File: config.mk
export PLATFORM = sky130hd
export DESIGN_NAME = dmem_arbiter
export DESIGN_NICKNAME = d
export VERILOG_FILES = /design/src/rtl/dmem_arbiter.sv
export SDC_FILE = /design/constraint.sdc
export NUM_CORES = 1
export LEC_CHECK = 0
export BUFFER_PORTS_ARGS = -buffer_cell sky130_fd_sc_hd__buf_2
export CAP_MARGIN = 15
export CORE_AREA = 3 3 117 119
export DETAILED_ROUTE_END_ITERATION = 12
export DIE_AREA = 0 0 120 122
export PLACE_DENSITY = 0.67
export SLEW_MARGIN = 10
export SYNTH_ARGS = -nofsm -noshare
export SYNTH_HDL_FRONTEND = slang
export SYNTH_SLANG_ARGS = --single-unit
File: constraint.sdc
create_clock -name clk -period 1.9 [get_ports clk]
set_input_delay 0.19 -clock clk [delete_from_list [all_inputs] [get_ports clk]]
set_output_delay 0.19 -clock clk [all_outputs]
set_load 0.02 [all_outputs]
File: src/rtl/dmem_arbiter.sv
// dmem_arbiter
// Shares one data memory between the core load/store path (port 0) and a
// debug/program-loader requester (port 1). At most one port is granted per
// cycle; contention is resolved round-robin, and port 1 may hold priority for
// up to MAX_BURST consecutive grants while port 0 waits. Read data returns
// registered, one cycle after the grant.
//
// Ports:
//   clk, rst               clock; asynchronous active-low reset
//   m0_* / m1_*            requester ports: req, we, addr, wdata in;
//                          gnt, rvalid, rdata out
//   m1_lock                port 1 asks to keep priority on following cycles
//   mem_a, mem_we, mem_wd  memory address, write enable, write data
//   mem_rd                 memory read data (combinational from mem_a)

module dmem_arbiter #(
    parameter int AW        = 32,
    parameter int DW        = 32,
    parameter int MAX_BURST = 4
) (
    input  logic          clk,
    input  logic          rst,
    input  logic          m0_req,
    input  logic          m0_we,
    input  logic [AW-1:0] m0_addr,
    input  logic [DW-1:0] m0_wdata,
    output logic          m0_gnt,
    output logic          m0_rvalid,
    output logic [DW-1:0] m0_rdata,
    input  logic          m1_req,
    input  logic          m1_we,
    input  logic [AW-1:0] m1_addr,
    input  logic [DW-1:0] m1_wdata,
    input  logic          m1_lock,
    output logic          m1_gnt,
    output logic          m1_rvalid,
    output logic [DW-1:0] m1_rdata,
    output logic [AW-1:0] mem_a,
    output logic          mem_we,
    output logic [DW-1:0] mem_wd,
    input  logic [DW-1:0] mem_rd
);

    localparam int            CW      = $clog2(MAX_BURST + 1);
    localparam logic [CW-1:0] CNT_MAX = CW'(MAX_BURST);

    logic          last;       // port granted in the most recent contention cycle
    logic          locked;
    logic [CW-1:0] burst_cnt;
    logic          rd_port;
    logic          rd_pend;
    logic [DW-1:0] rdata_q;

    logic gnt0;
    logic gnt1;

    // Grants are gated by reset so nothing reaches the memory while held.
    always_comb begin
        gnt0 = 1'b0;
        gnt1 = 1'b0;
        if (rst) begin
            if (m0_req && m1_req) begin
                if (locked && (burst_cnt < CNT_MAX)) begin
                    gnt1 = 1'b1;
                end else if (locked) begin
                    // burst exhausted: port 0 gets exactly one slot
                    gnt0 = 1'b1;
                end else if (last) begin
                    gnt0 = 1'b1;
                end else begin
                    gnt1 = 1'b1;
                end
            end else if (m0_req) begin
                gnt0 = 1'b1;
            end else if (m1_req) begin
                gnt1 = 1'b1;
            end
        end
    end

    // Idle cycles present port 0's address/data so the bus is never floating.
    always_comb begin
        mem_a  = '0;
        mem_wd = '0;
        mem_we = 1'b0;
        if (rst) begin
            if (gnt1) begin
                mem_a  = m1_addr;
                mem_wd = m1_wdata;
                mem_we = m1_we;
            end else begin
                mem_a  = m0_addr;
                mem_wd = m0_wdata;
                mem_we = gnt0 & m0_we;
            end
        end
    end

    always_ff @(posedge clk or negedge rst) begin
        if (!rst) begin
            last      <= 1'b1;
            locked    <= 1'b0;
            burst_cnt <= '0;
            rd_port   <= 1'b0;
            rd_pend   <= 1'b0;
            rdata_q   <= '0;
        end else begin
            // Port 1 alone keeps counting but saturates, so it is never starved.
            if (gnt1 && m1_lock) begin
                locked <= 1'b1;
                if (burst_cnt != CNT_MAX) begin
                    burst_cnt <= burst_cnt + 1'b1;
                end
            end else begin
                locked    <= 1'b0;
                burst_cnt <= '0;
            end

            if (m0_req && m1_req) begin
                last <= gnt1;
            end

            if ((gnt0 && !m0_we) || (gnt1 && !m1_we)) begin
                rdata_q <= mem_rd;
                rd_port <= gnt1;
                rd_pend <= 1'b1;
            end else begin
                rd_pend <= 1'b0;
            end
        end
    end

    assign m0_gnt    = gnt0;
    assign m1_gnt    = gnt1;
    assign m0_rvalid = rst & rd_pend & ~rd_port;
    assign m1_rvalid = rst & rd_pend & rd_port;
    assign m0_rdata  = rdata_q;
    assign m1_rdata  = rdata_q;

endmodule

==> impl_results.md <==
* Row Count at 41
* CP endpoint kind: output port
* Total negative slack at -6.41 ns
* GRT Max-Usage Layer: met2
* Flops & latches, synth at 39
* Worst-path clk slew at 0.06 ns
* Top cells by area, synth: dfrtp_1, nand2_1, mux2_4
* Slew headroom at 0.659
* GRT Total Usage at 0.139
* Crit Path Category: register to output port
* Final Total Pwr at 4.12 mW
* Worst Hold Class: primary input to asynchronous set/reset pin
* Fill cell count at 1286
* Met2 track demand over resource at 0.245
* ANT nets after route at 0
* RSZ-0062 raised after global routing: true
* Worst EP arrival at 1.84 ns
* Largest area contributor in the netlist: dfrtp_1
* Worst setup margin at -0.132 ns
* Sequential element share of the synthesized area at 0.346
* CTS root buffer: clkbuf_16
* Vias at 3406
* Syn Inst Count at 356
* Final Slew Violations at 0
* Die area at 0.0146 mm2
* Cell area after synthesis at 0.00282 mm2
* PwrDens at 808 mW/mm2
* Remaining DRCs at 0
* Routed len/inst at 15.2 um
* Total CTS buffers at 5
* F_max at 492 MHz
* Maximum fanout along the worst path at 13
* Final net count at 792
* Clock Sinks at 39
* Dominant synthesized flop cell: dfrtp_1
* Design area at 0.00510 mm2
* Hold Buf Count CTS at 0
* Final hold violations at 0
* Peak supply drop at 0.620 mV
* Port Buffers at 299
* Post-synth net total at 525
* Drt first pass iters at 4
* DR iter-0 viols at 157
* CTS tree: yes
* Mean Syn Cell Area at 7.93 um2
* Failing checks: setup timing
* Share of layout cells above drive strength 1 at 0.654
* Leakage Power at 2.76 nW
* Synth Warn # at 0
* Worst endpoint required time at 1.71 ns
* Initial Util at 0.223
* DP HPWL at 8770 um
* Post-synth top area share at 0.337
* Ant diodes at 0
* Die X at 120 um
* Number of library cell types mapped by synthesis at 26
* RePlAce Congestion at 0.822
* Area of the multi-input gates at 0.00164 mm2
* Overflow after GRT at 0
* Initial antenna violation count at 0
* Reg area at 977 um2
* Worst Setup Start Kind: register
* Layout Skew at 0.00453 ns
* CTS Buffer Depth at 2
* Placed cell area at 0.00445 mm2
* P&R area growth vs syn at 80.8%
* Final setup viols at 98
* CTS H-tree depth at 2
* Io pins at 300
* Fin crit share at 1.07
* Die height at 122 um
* Vias/cell at 4.28
* Fin crit period at 2.03 ns
* First-pass GRT wire length at 16100 um
* Total Routed Length at 12100 um
* Skew-Pair Late Insertion Delay at 0.28 ns
* Met1 GRT Util at 0.154
* Status: complete, but fails checks
* Async SR Flop Fraction at 1.00
* Met3 Usage GRT at 0.0487
* Core ar. at 0.0127 mm2
* Worst slew pin tran at 0.512 ns
* Pin count of the biggest net entering global routing at 67
* Post-synth EDFFs at 0
* Vias in the first global route at 3076
* Max Cap Viol at 0
==> cells in the final DEF (no fill, tap or decap), drive strengths merged, types with 2 or more instances in the layout <==
cell    Yosys  final
inv         7      7
clkinv      0      2
mux2       32     32
dfrtp      38     38
nor2        6      6
ha          2      2
nor3        2      2
clkbuf     18      9
nand3       2      2
a21oi      66     66
nand2     133    133
buf        39    313
==> state kept, by name, summed over array words and instances, names as in the netlist <==
signal     cells
m0_rdata      32
burst_cnt      3
last           1
locked         1
rd_pend        1
rd_port        1
==> metrics by stage <==
stage	hold WS (ns)	utilization	setup slack (ns)	instances
floorplan	-0.106	-	0.0615	356
global placement	0.342	0.351	0.0977	779
detailed placement	0.348	0.351	0.0805	779
CTS	0.0433	0.382	-0.100	789
global route	0.0787	0.402	-0.203	796
finish	0.0289	0.402	-0.132	796
==> worst max-delay path: stages (launching register included) <==
cell and delay (ns):
dfrtp_1 0.39, mux2i_4 0.31, o21a_4 0.26, buf_12 0.16
nand2_1 0.06, a21oi_1 0.18, buf_4 0.19
==> what timing repair did <==
action                     CTS  global route
setup buffers                1             3
resized for setup           66            45
cloned                       1             4
pin swaps                    0             1
setup endpoints to repair   65            98
==> logic make-up after synthesis <==
family          after synthesis  synth area share
compound gates               73             0.137
xor+xnor                      1           0.00310
fa+ha+maj                     2           0.00887
buf+inv                      64             0.139
flops                        39             0.346
mux                          33             0.171
simple gates                144             0.194
==> area by class of cell <==
type	instances	area share
timing repair buffer	317	0.405
multi-input combinational	253	0.322
sequential	39	0.192
tap	172	0.0422
clock buffer	5	0.0245
clock inverter	3	0.00859
inverter	7	0.00564
==> synth_stat cells (2+ instances only) <==
master and number:
a21oi_1 66, buf_2 2, buf_4 32, buf_6 4, clkbuf_1 18, dfrtp_1 38
ha_1 2, inv_1 7, mux2_2 3, mux2_4 29, nand2_1 133, nand3_1 2
nor2_1 6, nor3_1 2
==> metal layers <==
metal	routed length, um	up-vias
met1	4440	1540
li1	-	1664
met2	6120	181
met5	0	-
met3	1220	21
met4	279	0
==> final timing paths <==
| path | from | endpoint | slack, ns | cells past startpoint |
|---|---|---|---|---|
| worst max-delay path | locked | mem_wd[5] | -0.13 | 6 |
| worst min-delay path | rst | m0_rdata[27] | 0.03 | 2 |
| worst max register to register | last | m0_rdata[14] | -0.08 | 6 |
| worst min register to register | m0_rdata[4] | m0_rdata[4] | 0.53 | 1 |
| max in group asynchronous | rst | last | 1.51 | 2 |
| min in group clk | mem_rd[18] | m0_rdata[18] | 0.14 | 2 |
==> where the power goes <==
part	internal, mW	switching (mW)
Combinational	0.903	1.12
Clock	0.618	0.323
Sequential	1.01	0.142
Total	2.53	1.59
(Power assumes the default switching activity.)
